[config.mk]
export PLATFORM = sky130hd
export DESIGN_NAME = mc_alu
export DESIGN_NICKNAME = d
export VERILOG_FILES = /design/src/rtl/mc_alu.sv
export SDC_FILE = /design/constraint.sdc
export NUM_CORES = 1
export LEC_CHECK = 0
export ABC_AREA = 1
export ABC_CLOCK_PERIOD_IN_PS = 3190
export BUFFER_PORTS_ARGS = -buffer_cell sky130_fd_sc_hd__buf_2
export CELL_PAD_IN_SITES_DETAIL_PLACEMENT = 1
export CELL_PAD_IN_SITES_GLOBAL_PLACEMENT = 1
export CORE_ASPECT_RATIO = 0.7
export CORE_MARGIN = 2
export CORE_UTILIZATION = 28
export CTS_BUF_LIST = sky130_fd_sc_hd__clkbuf_16
export DETAILED_ROUTE_END_ITERATION = 10
export PLACE_DENSITY_LB_ADDON = 0.1
export SLEW_MARGIN = 5
export SYNTH_ARGS = -nofsm -noshare
export SYNTH_HDL_FRONTEND = slang
export SYNTH_SLANG_ARGS = --single-unit
export TNS_END_PERCENT = 30
[constraint.sdc]
create_clock -name clk -period 3.19 [get_ports clk]
set_input_delay 0.638 -clock clk [delete_from_list [all_inputs] [get_ports clk]]
set_output_delay 0.638 -clock clk [all_outputs]
set_load 0.01 [all_outputs]
[src/rtl/mc_alu.sv]
// Multi-cycle ALU: single-cycle logic ops plus an iterative shift-add
// multiplier with signed/unsigned long-product support.
module mc_alu #(
  parameter int WIDTH = 32
) (
  input  logic             clk,
  input  logic             reset,
  input  logic             start,
  input  logic [2:0]       ALUControl,
  input  logic [WIDTH-1:0] A,
  input  logic [WIDTH-1:0] B,
  output logic             busy,
  output logic             done,
  output logic [3:0]       ALUFlags,
  output logic [WIDTH-1:0] Result,
  output logic [WIDTH-1:0] ResultExtra
);

  localparam int CW = $clog2(WIDTH);

  localparam logic [2:0] OP_ADD   = 3'b000;
  localparam logic [2:0] OP_SUB   = 3'b001;
  localparam logic [2:0] OP_AND   = 3'b010;
  localparam logic [2:0] OP_ORR   = 3'b011;
  localparam logic [2:0] OP_EOR   = 3'b100;
  localparam logic [2:0] OP_MUL   = 3'b101;
  localparam logic [2:0] OP_SMULL = 3'b110;

  typedef enum logic [1:0] {
    IDLE,
    MUL,
    DONE
  } state_t;

  state_t state, state_n;

  logic [2:0]         op_q;
  logic [WIDTH-1:0]   mag_a;
  logic [2*WIDTH-1:0] prod;
  logic               neg;
  logic [CW-1:0]      cnt;

  logic               is_mul;
  logic               is_smull;
  logic               last;
  logic [WIDTH-1:0]   a_mag;
  logic [WIDTH-1:0]   b_mag;
  logic [WIDTH:0]     add_sum;
  logic [WIDTH:0]     sub_sum;
  logic [WIDTH:0]     step;
  logic [2*WIDTH-1:0] prod_nx;
  logic [2*WIDTH-1:0] prod_fin;
  logic [WIDTH-1:0]   alu_res;
  logic               alu_c;
  logic               alu_v;

  assign is_mul   = ALUControl[2] & |ALUControl[1:0];
  assign is_smull = ALUControl == OP_SMULL;
  // Most-negative operand still fits as an unsigned WIDTH-bit magnitude
  assign a_mag    = (is_smull & A[WIDTH-1]) ? -A : A;
  assign b_mag    = (is_smull & B[WIDTH-1]) ? -B : B;
  assign last     = cnt == CW'(WIDTH - 1);

  assign add_sum  = {1'b0, A} + {1'b0, B};
  assign sub_sum  = {1'b0, A} + {1'b0, ~B} + (WIDTH+1)'(1);

  // Upper half accumulates, lower half shifts out multiplier bits
  assign step     = {1'b0, prod[2*WIDTH-1:WIDTH]}
                  + (prod[0] ? {1'b0, mag_a} : '0);
  assign prod_nx  = {step, prod[WIDTH-1:1]};
  assign prod_fin = neg ? -prod_nx : prod_nx;

  always_comb begin
    alu_res = '0;
    alu_c   = 1'b0;
    alu_v   = 1'b0;
    case (ALUControl)
      OP_ADD: begin
        alu_res = add_sum[WIDTH-1:0];
        alu_c   = add_sum[WIDTH];
        alu_v   = (A[WIDTH-1] == B[WIDTH-1]) &&
                  (add_sum[WIDTH-1] != A[WIDTH-1]);
      end
      OP_SUB: begin
        alu_res = sub_sum[WIDTH-1:0];
        alu_c   = sub_sum[WIDTH];
        alu_v   = (A[WIDTH-1] != B[WIDTH-1]) &&
                  (sub_sum[WIDTH-1] != A[WIDTH-1]);
      end
      OP_AND:  alu_res = A & B;
      OP_ORR:  alu_res = A | B;
      OP_EOR:  alu_res = A ^ B;
      default: ;
    endcase
  end

  always_ff @(posedge clk or negedge reset) begin
    if (!reset) state <= IDLE;
    else        state <= state_n;
  end

  always_comb begin
    state_n = state;
    busy    = 1'b0;
    done    = 1'b0;
    unique case (state)
      IDLE: begin
        if (start) state_n = is_mul ? MUL : DONE;
      end
      MUL: begin
        busy = 1'b1;
        if (last) state_n = DONE;
      end
      DONE: begin
        busy    = 1'b1;
        done    = 1'b1;
        state_n = IDLE;
      end
      default: state_n = IDLE;
    endcase
  end

  always_ff @(posedge clk or negedge reset) begin
    if (!reset) begin
      op_q        <= '0;
      mag_a       <= '0;
      prod        <= '0;
      neg         <= 1'b0;
      cnt         <= '0;
      Result      <= '0;
      ResultExtra <= '0;
      ALUFlags    <= '0;
    end else begin
      case (state)
        IDLE: begin
          if (start) begin
            op_q <= ALUControl;
            cnt  <= '0;
            if (is_mul) begin
              mag_a <= a_mag;
              prod  <= {{WIDTH{1'b0}}, b_mag};
              neg   <= is_smull & (A[WIDTH-1] ^ B[WIDTH-1]);
            end else begin
              Result      <= alu_res;
              ResultExtra <= '0;
              ALUFlags    <= {alu_res[WIDTH-1], ~|alu_res,
                              alu_c, alu_v};
            end
          end
        end
        MUL: begin
          prod <= prod_nx;
          cnt  <= cnt + CW'(1);
          if (last) begin
            Result <= prod_fin[WIDTH-1:0];
            if (op_q == OP_MUL) begin
              ResultExtra <= '0;
              ALUFlags    <= {prod_fin[WIDTH-1],
                              ~|prod_fin[WIDTH-1:0], 2'b00};
            end else begin
              ResultExtra <= prod_fin[2*WIDTH-1:WIDTH];
              ALUFlags    <= {prod_fin[2*WIDTH-1],
                              ~|prod_fin, 2'b00};
            end
          end
        end
        default: ;
      endcase
    end
  end

endmodule

==> results of run 1 <==
worst min path at each step:
stage                    start               to  slack (ns)  cells past startpoint
2_1_floorplan            reset      ALUFlags[0]        0.34                      0
3_3_place_gp    ResultExtra[2]   ResultExtra[2]        0.46                      1
3_5_place_dp   ResultExtra[17]  ResultExtra[17]        0.47                      2
4_1_cts                  reset        Result[6]        0.22                      1
5_1_grt                  reset        Result[6]        0.23                      1
6_report                 reset        Result[6]        0.20                      1
flip-flops by register name, indices dropped and copies added, names as in the netlist:
signal       cells
prod            64
ResultExtra     32
Result          32
mag_a           32
cnt              5
ALUFlags         4
op_q             3
state            2
neg              1
cell usage after synthesis, types with 24 or more instances:
master	instances
nand2_1	868
inv_1	439
nor2_1	325
nand3_1	252
o21ai_0	216
dfrtp_1	175
a21oi_1	153
ha_1	136
xor2_1	83
clkbuf_1	67
nor3_1	49
nand4_1	43
nand2_2	40
o211ai_1	24
metal layers:
| metal | up-vias | global-route usage |
|---|---|---|
| met5 | - | 0 |
| met1 | 12811 | 0.4791 |
| met3 | 98 | 0.05108 |
| met4 | 4 | 0.05868 |
| met2 | 662 | 0.4658 |
| li1 | 12196 | - |
where the power goes:
group          internal [uW]  switching, uW
clock network           1120           1180
registers               3190            799
logic                   9430          12100
timing repair:
item	4_1_cts	5_1_grt
gates cloned	0	0
endpoints found under the setup margin	20	39
pin swaps	50	88
hold buffers	0	0
setup buffers	32	29
gates resized for setup	183	227
layout make-up:
type                            instances  area share
Inverter                              459     0.05744
Clock inverter                         15    0.005508
Timing Repair Buffer                 1069      0.2659
Multi-Input combinational cell       2416      0.4747
Tap cell                              902     0.03735
Sequential cell                       175      0.1450
Clock buffer                           17     0.01408
kinds of logic (layout without fill, tap and decap cells):
group,Yosys count,in the layout
and+or+nand+nor,1649,1649
xor gates and xnor gates,85,85
AOI/OAI and AO/OA,521,521
buffers and inverters,553,1560
adders and majority gates,139,139
DFF,175,175
muxes,22,22
through the flow:
stage | worst slack (ns) | area, um^2
floorplan | 0.1815 | 19290
global placement | -1.187 | 27550
detailed placement | -1.142 | 27550
CTS | -0.4690 | 29210
global route | -0.6608 | 30210
finish | -0.4620 | 30210
==> metrics.cfg, run 1 <==
[routing]
dr_wl_met3_mm=6.723
vias=25771
avgViaCountPerCell=5.100
wl_per_cell_um=22.72
antenna_left=0
highest_layer=met5
dr.first_iter.drc_count=2003
wl_mm=114.8
wl_met1_mm=58.89
wl_met2_mm=47.15
route.detailed.drc=0
drt_first_pass_iters=5

[setup_path]
rr_worst_depth=28
slowest_delay_ns=0.40
worstPathRequired_ns=3.55
cp_num_cells=28
r2r_slack_ns=-0.46
cp_slowest_cell=dfrtp_1
cp_num_buf_inv=8
critical_path_class=reg -> reg
timing.rr.start=prod[0]
cp_top_family=simple AND/OR/NAND/NOR gates
cp_common_cell=nand2_2
crit_path_start=prod[0]
worstPathArrival_ns=4.01
endpoint=ALUFlags[2]
start_kind=flip-flop
path_max_fanout=4
critPathCaptureType=flip-flop
reg2reg_to=ALUFlags[2]

[global_routing]
grt_max_degree=74
grt_use_total=0.3153
grt_pass1_vias=26502
gr-total-overflow=0
grt_pass1_wl_mm=168.8
antenna_found_initial=4

[power_and_ir_drop]
vdd_drop_max_mv=0.5328
power_density_nw_per_um2=920.9
p_leak_uw=0.01591
p_total_uw=27820

[yosys]
synth_top_area_frac=0.2270
ys_types=57
synth_nets=3353
syn_area_per_cell_um2=6.137
ys_warn_count=0
synthAdderAreaFrac=0.09130
yosys.area_share.xor_xnor=0.03858
synth_top_area_cell=dfrtp_1
synth_edf_count=0
yosys-top-cells-area=dfrtp_1, nand2_1, ha_1
synthCells=3144
muxShareOfSynthArea=0.01284
dominantRegCellSynth=dfrtp_1
synth_compound_area_frac=0.1565
synth-seq-cells=175
netlist_area_um2=19290
synth_simple_gate_area_frac=0.3652
synthArstFlopShare=1.000
seq_area_frac_synth=0.2270
synth_top_family_by_area=simple AND/OR/NAND/NOR gates

[place]
io_buffers=139
place_congestion=0.9622
dp.cells=4965
place_hpwl_mm=96.22

[cts]
cts.sinks=175
cts_tree=built
clk_path_buf_depth=2
worstSkewPairLatency_ns=0.47
numCtsBuffers=17
clk_pin_slew_ns=0.08
root_buffer=clkbuf_16
htreeDepth=4

[floorplan]
initial_core_util=0.2831
dieHeight_um=223.6
core-area_um2=68170
rows=80
die_w_um=317.8
die_area_um2=71060
ioPinCount=140

[layout]
multiInputGateArea_um2=14340
mostFrequentLayoutCell=buf_4
drive_above_1_share=0.3599
final_cell_mix=buf_4, nand2_1, inv_1
antennaDiodeCount=0
final_nets=4347
seq_area_um2=4380
syn2layout_area_growth_pct=56.59
fin_util=0.4432
fillers=8870
instances_no_fill=5053

[sta]
period_share=1.145
max_slew.worst_pin.slew_ns=0.9361
slew_headroom=0.3736
setup_slack_ns=-0.4620
rsz0062_at_grt=yes
fin_hold_ws_ns=0.1991
setup_violations=11
clock_skew_ns=0.01645
finalSetupTns_ns=-1.649
slew_violations=0
max_freq_mhz=273.8
finalHoldViolCount=0
fin_crit_ns=3.652

[flow_run]
cap_violations=0

[hold_path]
hp-class=in -> async

[outcome]
outcome=finished with violations
violations=negative setup slack

Power figures use the tool's default switching activity.
==> run 2: changes to the inputs <==
--- a/config.mk
+++ b/config.mk
@@ -5,7 +5,7 @@
 export SDC_FILE = /design/constraint.sdc
 export NUM_CORES = 1
 export LEC_CHECK = 0
-export ABC_AREA = 1
+export ABC_AREA = 0
 export ABC_CLOCK_PERIOD_IN_PS = 3190
 export BUFFER_PORTS_ARGS = -buffer_cell sky130_fd_sc_hd__buf_2
 export CELL_PAD_IN_SITES_DETAIL_PLACEMENT = 1
==> metrics.cfg, run 2 <==
[sta]
max_freq_mhz=225.5  ; -18%
period_share=1.390  ; +0.2451
clock_skew_ns=0.01473  ; -0.001720 ns
slew_violations=0  ; unchanged
finalHoldViolCount=0  ; unchanged
setup_violations=50  ; +39
rsz0062_at_grt=yes
fin_crit_ns=4.434  ; +0.7820 ns
setup_slack_ns=-1.244  ; -0.7820 ns
max_slew.worst_pin.slew_ns=0.8165  ; -0.1196 ns
slew_headroom=0.4557  ; +0.08207

[yosys]
netlist_area_um2=18110  ; -6.1%
synth_top_area_frac=0.2418  ; +0.01482
ys_types=90  ; +58%
synth_most_common_cell=nand2_1
ys_warn_count=0  ; unchanged
synthArstFlopShare=1.000  ; unchanged
syn_area_per_cell_um2=7.497  ; +22%
synthCells=2416  ; -23%
synth_top_area_cell=dfrtp_1
synth_nets=2625  ; -22%
synth-seq-cells=175  ; unchanged
dominantRegCellSynth=dfrtp_1
seq_area_frac_synth=0.2418  ; +0.01482
synth_edf_count=0  ; unchanged
synth_top_cells_by_count=nand2_1, o21ai_0, a21oi_1, nor2_1, dfrtp_1
yosys-top-cells-area=dfrtp_1, ha_1, o21ai_0

[layout]
mostFrequentLayoutCell=buf_4
seq_area_um2=4382  ; about the same
largest_register_ff_count=64  ; unchanged
syn2layout_area_growth_pct=62.11
regMostFlops=prod
final_cell_area_um2=29360  ; -2.8%
fillers=7704  ; -13%
drive_above_1_share=0.4364  ; +0.07645
multiInputGateArea_um2=14870  ; +3.7%
final_nets=3551  ; -18%
fin_util=0.4618  ; +0.01852
final_cell_mix=buf_4, nand2_1, o21ai_0

[routing]
drt_first_pass_iters=5  ; unchanged
antenna_left=0  ; unchanged
wl_per_cell_um=25.12  ; +11%
vias=23061  ; -11%
avgViaCountPerCell=5.506  ; +8.0%
wl_mm=105.2  ; -8.3%
route.detailed.drc=0  ; unchanged
dr.first_iter.drc_count=1916  ; -4.3%

[setup_path]
critical_path_class=reg -> reg
cp_slowest_cell=dfrtp_2
cp_top_family=compound AO/OA/AOI/OAI gates
start_kind=flip-flop
cp_num_buf_inv=5  ; -3
path_max_fanout=5  ; +1
slowest_delay_ns=0.44  ; +0.04 ns
critPathCaptureType=flip-flop
cp_cell_sequence=buf_6 > clkbuf_16 > and2_4 > ha_4 > buf_6 > o21a_4 > o21a_4 > o31a_1 > buf_6 > o2111ai_4 > a221o_1 > nand2b_4 > nor4b_4 > nand3_2 > buf_6 > or3_4 > nor2_1 > nor2_1 > o21ai_0 > a41o_1
worstPathArrival_ns=4.83  ; +0.82 ns
cp_common_cell=buf_6
worstPathRequired_ns=3.59  ; +0.04 ns

[power_and_ir_drop]
clkPwrFrac=0.095  ; +0.012
p_leak_uw=0.01373  ; -14%
power_density_nw_per_um2=759.8  ; -17%
p_sw_uw=10630  ; -25%
power.share.sequential=0.175  ; +0.032
intPower_uw=11680  ; -15%
vdd_drop_max_mv=0.3943  ; -26%
p_sw_frac=0.4763  ; -0.02998
combPwrFrac=0.730  ; -0.044

[global_routing]
grt_pass1_vias=23439  ; -12%
grt_use_total=0.3044  ; -0.01087
grt_pass1_wl_mm=152.0  ; -10%
grt_max_degree=69  ; -6.8%
antenna_found_initial=9  ; +5
gr-total-overflow=0  ; unchanged

[floorplan]
dieHeight_um=216.8  ; -3.1%
rows=77  ; -3.8%
initial_core_util=0.2848  ; +0.001790
core-area_um2=63590  ; -6.7%
die_area_um2=66770  ; -6.0%
die_w_um=308.0  ; -3.1%
ioPinCount=140  ; unchanged

[cts]
cts_tree=built
numCtsBuffers=17  ; unchanged
root_buffer=clkbuf_16
cts_hold_buf=0  ; unchanged
worstSkewPairLatency_ns=0.47  ; about the same
cts.sinks=175  ; unchanged
clk_pin_slew_ns=0.07  ; about the same
htreeDepth=4  ; unchanged
clk_path_buf_depth=2  ; unchanged

[place]
place_hpwl_mm=85.71  ; -11%
io_buffers=139  ; unchanged
place_congestion=0.9657  ; +0.36%
post_dp_cell_area_um2=25880  ; -6.0%

[outcome]
violations=negative setup slack
outcome=finished with violations

[flow_run]
cap_violations=0  ; unchanged

[hold_path]
hp-class=in -> async

[run 2: power groups by stage]
| stage | sequential (uW) | clock [uW] | combinational (uW) |
|---|---|---|---|
| finish | 3900 | 2130 | 16300 |
| floorplan | 3810 | 0 | 5990 |
| detailed placement | 3860 | 0 | 13200 |
| global route | 3990 | 2250 | 17300 |
| global placement | 3830 | 0 | 13000 |
| CTS | 3870 | 2170 | 14600 |
[run 2: cell type report]
type                            instances  share of cell area
Tap cell                              829             0.03533
Sequential cell                       175              0.1492
Clock buffer                           17             0.01449
Inverter                              128             0.01713
Antenna cell                            4           0.0003409
Multi-Input combinational cell       1964              0.5064
Timing Repair Buffer                 1056              0.2727
Clock inverter                         15            0.004432
[run 2: through the flow]
stage | setup TNS, ns | total power, uW | hold WS [ns] | cells | worst slack (ns)
5_1_grt | -28.45 | 23540 | 0.2387 | 4184 | -1.396
2_1_floorplan | -6.969 | 9803 | 0.3424 | 2416 | -0.6713
4_1_cts | -20.49 | 20610 | 0.2389 | 4152 | -1.138
3_5_place_dp | -61.07 | 17110 | 0.4693 | 4094 | -1.911
3_3_place_gp | -57.37 | 16810 | 0.4579 | 4094 | -1.838
6_report | -22.29 | 22310 | 0.1891 | 4188 | -1.244
[run 2: worst paths after layout]
check | from | endpoint | slack (ns) | depth (start not counted)
max in group asynchronous | reset | prod[0] | 2.06 | 2
hold / removal | reset | prod[43] | 0.19 | 1
min in group clk | ResultExtra[22] | ResultExtra[22] | 0.48 | 2
setup / recovery | prod[0] | ALUFlags[2] | -1.24 | 20
hold reg to reg | ResultExtra[22] | ResultExtra[22] | 0.48 | 2
setup reg to reg | prod[0] | ALUFlags[2] | -1.24 | 20
[run 2: cells by family (layout without fill, tap and decap cells)]
family | after synthesis | count (layout) | synth area share
fa+ha+maj | 139 | 139 | 0.09726
other cells | 0 | 4 | 0
simple gates | 834 | 834 | 0.2240
compound gates | 823 | 823 | 0.2918
buf+inv | 277 | 1216 | 0.06224
flops | 175 | 175 | 0.2418
xor+xnor | 149 | 149 | 0.07205
mux | 19 | 19 | 0.01085
[run 2: worst register-to-register path, delay by kind of cell, from the launching register on]
| kind | cells | cell delay (ns) |
|---|---|---|
| DFF | 1 | 0.44 |
| and+or+nand+nor | 7 | 1.32 |
| buffers and inverters | 5 | 0.74 |
| adders and majority gates | 1 | 0.24 |
| AOI/OAI and AO/OA | 7 | 1.63 |
[run 2: repair_timing]
item / in CTS / in global routing
gates cloned: 1 / 1
resized for setup: 239 / 322
buffers inserted: 26 / 51
endpoints found under the setup margin: 75 / 73
pin swaps: 62 / 127
endpoints found under the hold margin: 0 / 0
[run 2: per-layer routing]
metal	wire length, um	GRT usage	vias to the layer above
met3	7383	0.06534	111
li1	-	-	10621
met2	43310	0.4343	682
met1	52270	0.4615	11647
met5	0	0	-
met4	2254	0.06764	0
==> run 3: changes to the inputs <==
--- a/config.mk
+++ b/config.mk
@@ -12,7 +12,7 @@
 export CELL_PAD_IN_SITES_GLOBAL_PLACEMENT = 1
 export CORE_ASPECT_RATIO = 0.7
 export CORE_MARGIN = 2
-export CORE_UTILIZATION = 28
+export CORE_UTILIZATION = 42
 export CTS_BUF_LIST = sky130_fd_sc_hd__clkbuf_16
 export DETAILED_ROUTE_END_ITERATION = 10
 export PLACE_DENSITY_LB_ADDON = 0.1
==> metrics.cfg, run 3 <==
[outcome]
outcome=aborted with a tool error
stop_stage=global routing (5_1_grt)
stop_error=[ERROR GRT-0232] Routing congestion too high. Check the congestion heatmap in the GUI.

[yosys]
synthArstFlopShare=1.000  ; unchanged
netlist_area_um2=18110  ; unchanged
ys_warn_count=0  ; unchanged
synth_most_common_cell=nand2_1
seq_area_frac_synth=0.2418  ; unchanged
synth_top_area_frac=0.2418  ; unchanged
yosys-top-cells-area=dfrtp_1, ha_1, o21ai_0
synth-seq-cells=175  ; unchanged
dominantRegCellSynth=dfrtp_1
synth_top_cells_by_count=nand2_1, o21ai_0, a21oi_1, nor2_1, dfrtp_1
synthCells=2416  ; unchanged
syn_area_per_cell_um2=7.497  ; unchanged
ys_types=90  ; unchanged
synth_top_area_cell=dfrtp_1
synth_nets=2625  ; unchanged
synth_edf_count=0  ; unchanged

[global_routing]
grt_max_degree=81
grt_use_total=0.8786
gr-total-overflow=458

[cts]
cts.sinks=175  ; unchanged
root_buffer=clkbuf_16
htreeDepth=4  ; unchanged
clk_path_buf_depth=2  ; unchanged
numCtsBuffers=17  ; unchanged

[floorplan]
initial_core_util=0.4271  ; +0.1422
ioPinCount=140  ; unchanged
dieHeight_um=177.7  ; -18%
rows=63  ; -18%
die_w_um=252.2  ; -18%

[place]
place_congestion=1.045  ; +8.2%
place_hpwl_mm=84.63  ; -1.3%
io_buffers=139  ; unchanged
post_dp_cell_area_um2=25390  ; -1.9%

## run 3: what timing repair did
| action | CTS |
|---|---|
| gates cloned | 2 |
| hold buffers | 0 |
| gates resized for setup | 467 |
| buffers inserted | 81 |
| pin swaps | 154 |
| endpoints found under the setup margin | 80 |
## run 3: cells by family after synthesis
kind of cell | synth area share
AO/OA/AOI/OAI | 0.2918
XOR/XNOR | 0.07205
adder cells (fa/ha/maj) | 0.09726
buffers and inverters | 0.06224
flip-flops | 0.2418
multiplexers | 0.01085
AND/OR/NAND/NOR | 0.2240
## run 3: metrics by stage
| stage | hold slack [ns] | worst slack [ns] | utilization | instances |
|---|---|---|---|---|
| floorplan | 0.3424 | -0.6713 | - | 2416 |
| CTS | 0.2027 | -1.119 | 0.6764 | 3898 |
| detailed placement | 0.4701 | -2.002 | 0.5986 | 3794 |
| global placement | 0.4555 | -1.902 | 0.5986 | 3794 |
## run 3: layer usage
metal | GRT overflow | global-route usage
met1 | 8 | 0.8579
met2 | 242 | 0.9919
met3 | 20 | 0.7845
met4 | 187 | 0.9214
met5 | 1 | 0.5571
==> run 4: changes to the inputs <==
==> config.mk (replaced) <==
export PLATFORM = sky130hd
export DESIGN_NAME = mc_alu
export DESIGN_NICKNAME = d
export VERILOG_FILES = /design/src/rtl/mc_alu.sv
export SDC_FILE = /design/constraint.sdc
export NUM_CORES = 1
export LEC_CHECK = 0
export ABC_AREA = 0
export ABC_CLOCK_PERIOD_IN_PS = 4100
export BUFFER_PORTS_ARGS = -buffer_cell sky130_fd_sc_hd__buf_2
export CORE_MARGIN = 2
export CORE_UTILIZATION = 40
export DETAILED_ROUTE_END_ITERATION = 10
export PLACE_DENSITY_LB_ADDON = 0.15
export SLEW_MARGIN = 5
export SYNTH_ARGS = -nofsm -noshare
export SYNTH_HDL_FRONTEND = slang
export SYNTH_SLANG_ARGS = --single-unit
export TNS_END_PERCENT = 30
==> constraint.sdc (replaced) <==
create_clock -name clk -period 4.1 [get_ports clk]
set_input_delay 0.82 -clock clk [delete_from_list [all_inputs] [get_ports clk]]
set_output_delay 0.82 -clock clk [all_outputs]
set_load 0.01 [all_outputs]
==> metrics.cfg, run 4 (synthesis results as in run 2) <==
[setup_path]
cp_cell_sequence=buf_2 > ha_1 > fa_2 > a21oi_2 > buf_4 > nor3_1 > nor2_2 > a2111oi_1 > buf_4 > o22a_2 > a311o_1 > buf_4 > nand4_1 > and3_1 > o22ai_1 > or4_1 > or4_4 > nand2_2 > a41o_1
path_max_fanout=4
rr_worst_depth=14
r2r_slack_ns=-0.13
worstPathArrival_ns=4.70
slowest_delay_ns=0.54
cp_slowest_cell=or4_4
critPathCaptureType=flip-flop
cp_common_cell=buf_4
worstPathRequired_ns=4.48
timing.rr.start=prod[12]
start_kind=primary input
cp_top_family=simple AND/OR/NAND/NOR gates
critical_path_class=in -> reg
cp_num_cells=19
reg2reg_to=ALUFlags[2]
cp_num_buf_inv=4

[layout]
antennaDiodeCount=0
syn2layout_area_growth_pct=39.99
final_cell_mix=buf_4, nand2_1, o21ai_0
drive_above_1_share=0.3221
final_nets=3335
mostFrequentLayoutCell=buf_4
regMostFlops=prod
largest_register_ff_count=64

[power_and_ir_drop]
p_total_uw=14260
p_leak_uw=0.01222
power_density_nw_per_um2=562.3
vdd_drop_max_mv=0.3699

[hold_path]
hp-class=in -> async

[sta]
slew_violations=0
setup_violations=3
fin_crit_ns=4.314
period_share=1.052
max_freq_mhz=231.8
finalSetupTns_ns=-0.2755
max_slew.worst_pin.slew_ns=1.002
setup_slack_ns=-0.2140
slew_headroom=0.3321
finalHoldViolCount=0
rsz0062_at_grt=yes
clock_skew_ns=0.01562

[cts]
root_buffer=clkbuf_16
htreeDepth=4  ; unchanged
cts_tree=built
numCtsBuffers=17  ; unchanged
cts.sinks=175  ; unchanged
clk_pin_slew_ns=0.08
clk_path_buf_depth=2  ; unchanged
cts_hold_buf=0  ; unchanged
worstSkewPairLatency_ns=0.45

[flow_run]
cap_violations=0

[routing]
antenna_left=0
drt_first_pass_iters=6
dr.first_iter.drc_count=2112
vias=21766
wl_mm=83.44
avgViaCountPerCell=5.834
wl_per_cell_um=22.36
route.detailed.drc=0

[floorplan]
core-area_um2=44410
initial_core_util=0.4078  ; -0.01929
ioPinCount=140  ; unchanged
dieHeight_um=216.8  ; +22%
rows=77  ; +22%
die_area_um2=47000
die_w_um=216.8  ; -14%

[global_routing]
grt_pass1_wl_mm=125.0
grt_pass1_vias=21030
grt_use_total=0.3485
gr-total-overflow=0
grt_max_degree=115
antenna_found_initial=1

[outcome]
outcome=finished with violations
violations=negative setup slack

[place]
place_hpwl_mm=68.82  ; -19%
place_congestion=1.026  ; -1.8%
io_buffers=139  ; unchanged
post-place-ws_ns=-0.8638  ; +1.138 ns

-- run 4: what timing repair did --
action | CTS | global route
resized for setup | 40 | 82
setup endpoints to repair | 8 | 16
pin swaps | 8 | 28
setup buffers | 6 | 7
-- run 4: worst max-delay path by stage --
stage            start     endpoint
5_1_grt        prod[0]  ALUFlags[2]
2_1_floorplan     A[0]  ALUFlags[2]
3_5_place_dp     A[13]  ALUFlags[2]
3_3_place_gp     A[14]  ALUFlags[2]
6_report          A[0]  ALUFlags[2]
4_1_cts        prod[0]  ALUFlags[2]
-- run 4: area by class of cell --
class	instances	area, um^2
sequential	175	4380
fill	4310	19060
clock inverter	13	130.1
clock buffer	19	442.9
inverter	128	480.5
tap	592	740.7
multi-input combinational	1964	13170
timing repair buffer	840	6008
-- run 4: per-stage QoR --
stage | util | cells | hold WS (ns) | instance area [um^2]
5_1_grt | 0.5709 | 3731 | 0.4949 | 25360
4_1_cts | 0.5614 | 3724 | 0.4797 | 24930
6_report | 0.5709 | 3731 | 0.4360 | 25360
3_5_place_dp | 0.5440 | 3686 | 0.4625 | 24160
2_1_floorplan | - | 2416 | 0.4418 | 18130
3_3_place_gp | 0.5440 | 3686 | 0.4559 | 24160
-- run 4: where the power goes --
part,total [uW],internal (uW),switching [uW],leakage [uW]
clock network,1640,866,774,0.000278
registers,3020,2450,573,0.00227
logic,9600,4320,5270,0.00967
-- run 4: per-layer routing --
metal,track usage,vias to the layer above,part of all wire
met3,0.04375,137,0.066
met1,0.4650,10531,0.43
met4,0.1279,0,0.037
met5,0,-,0
li1,-,10195,-
met2,0.5783,903,0.46
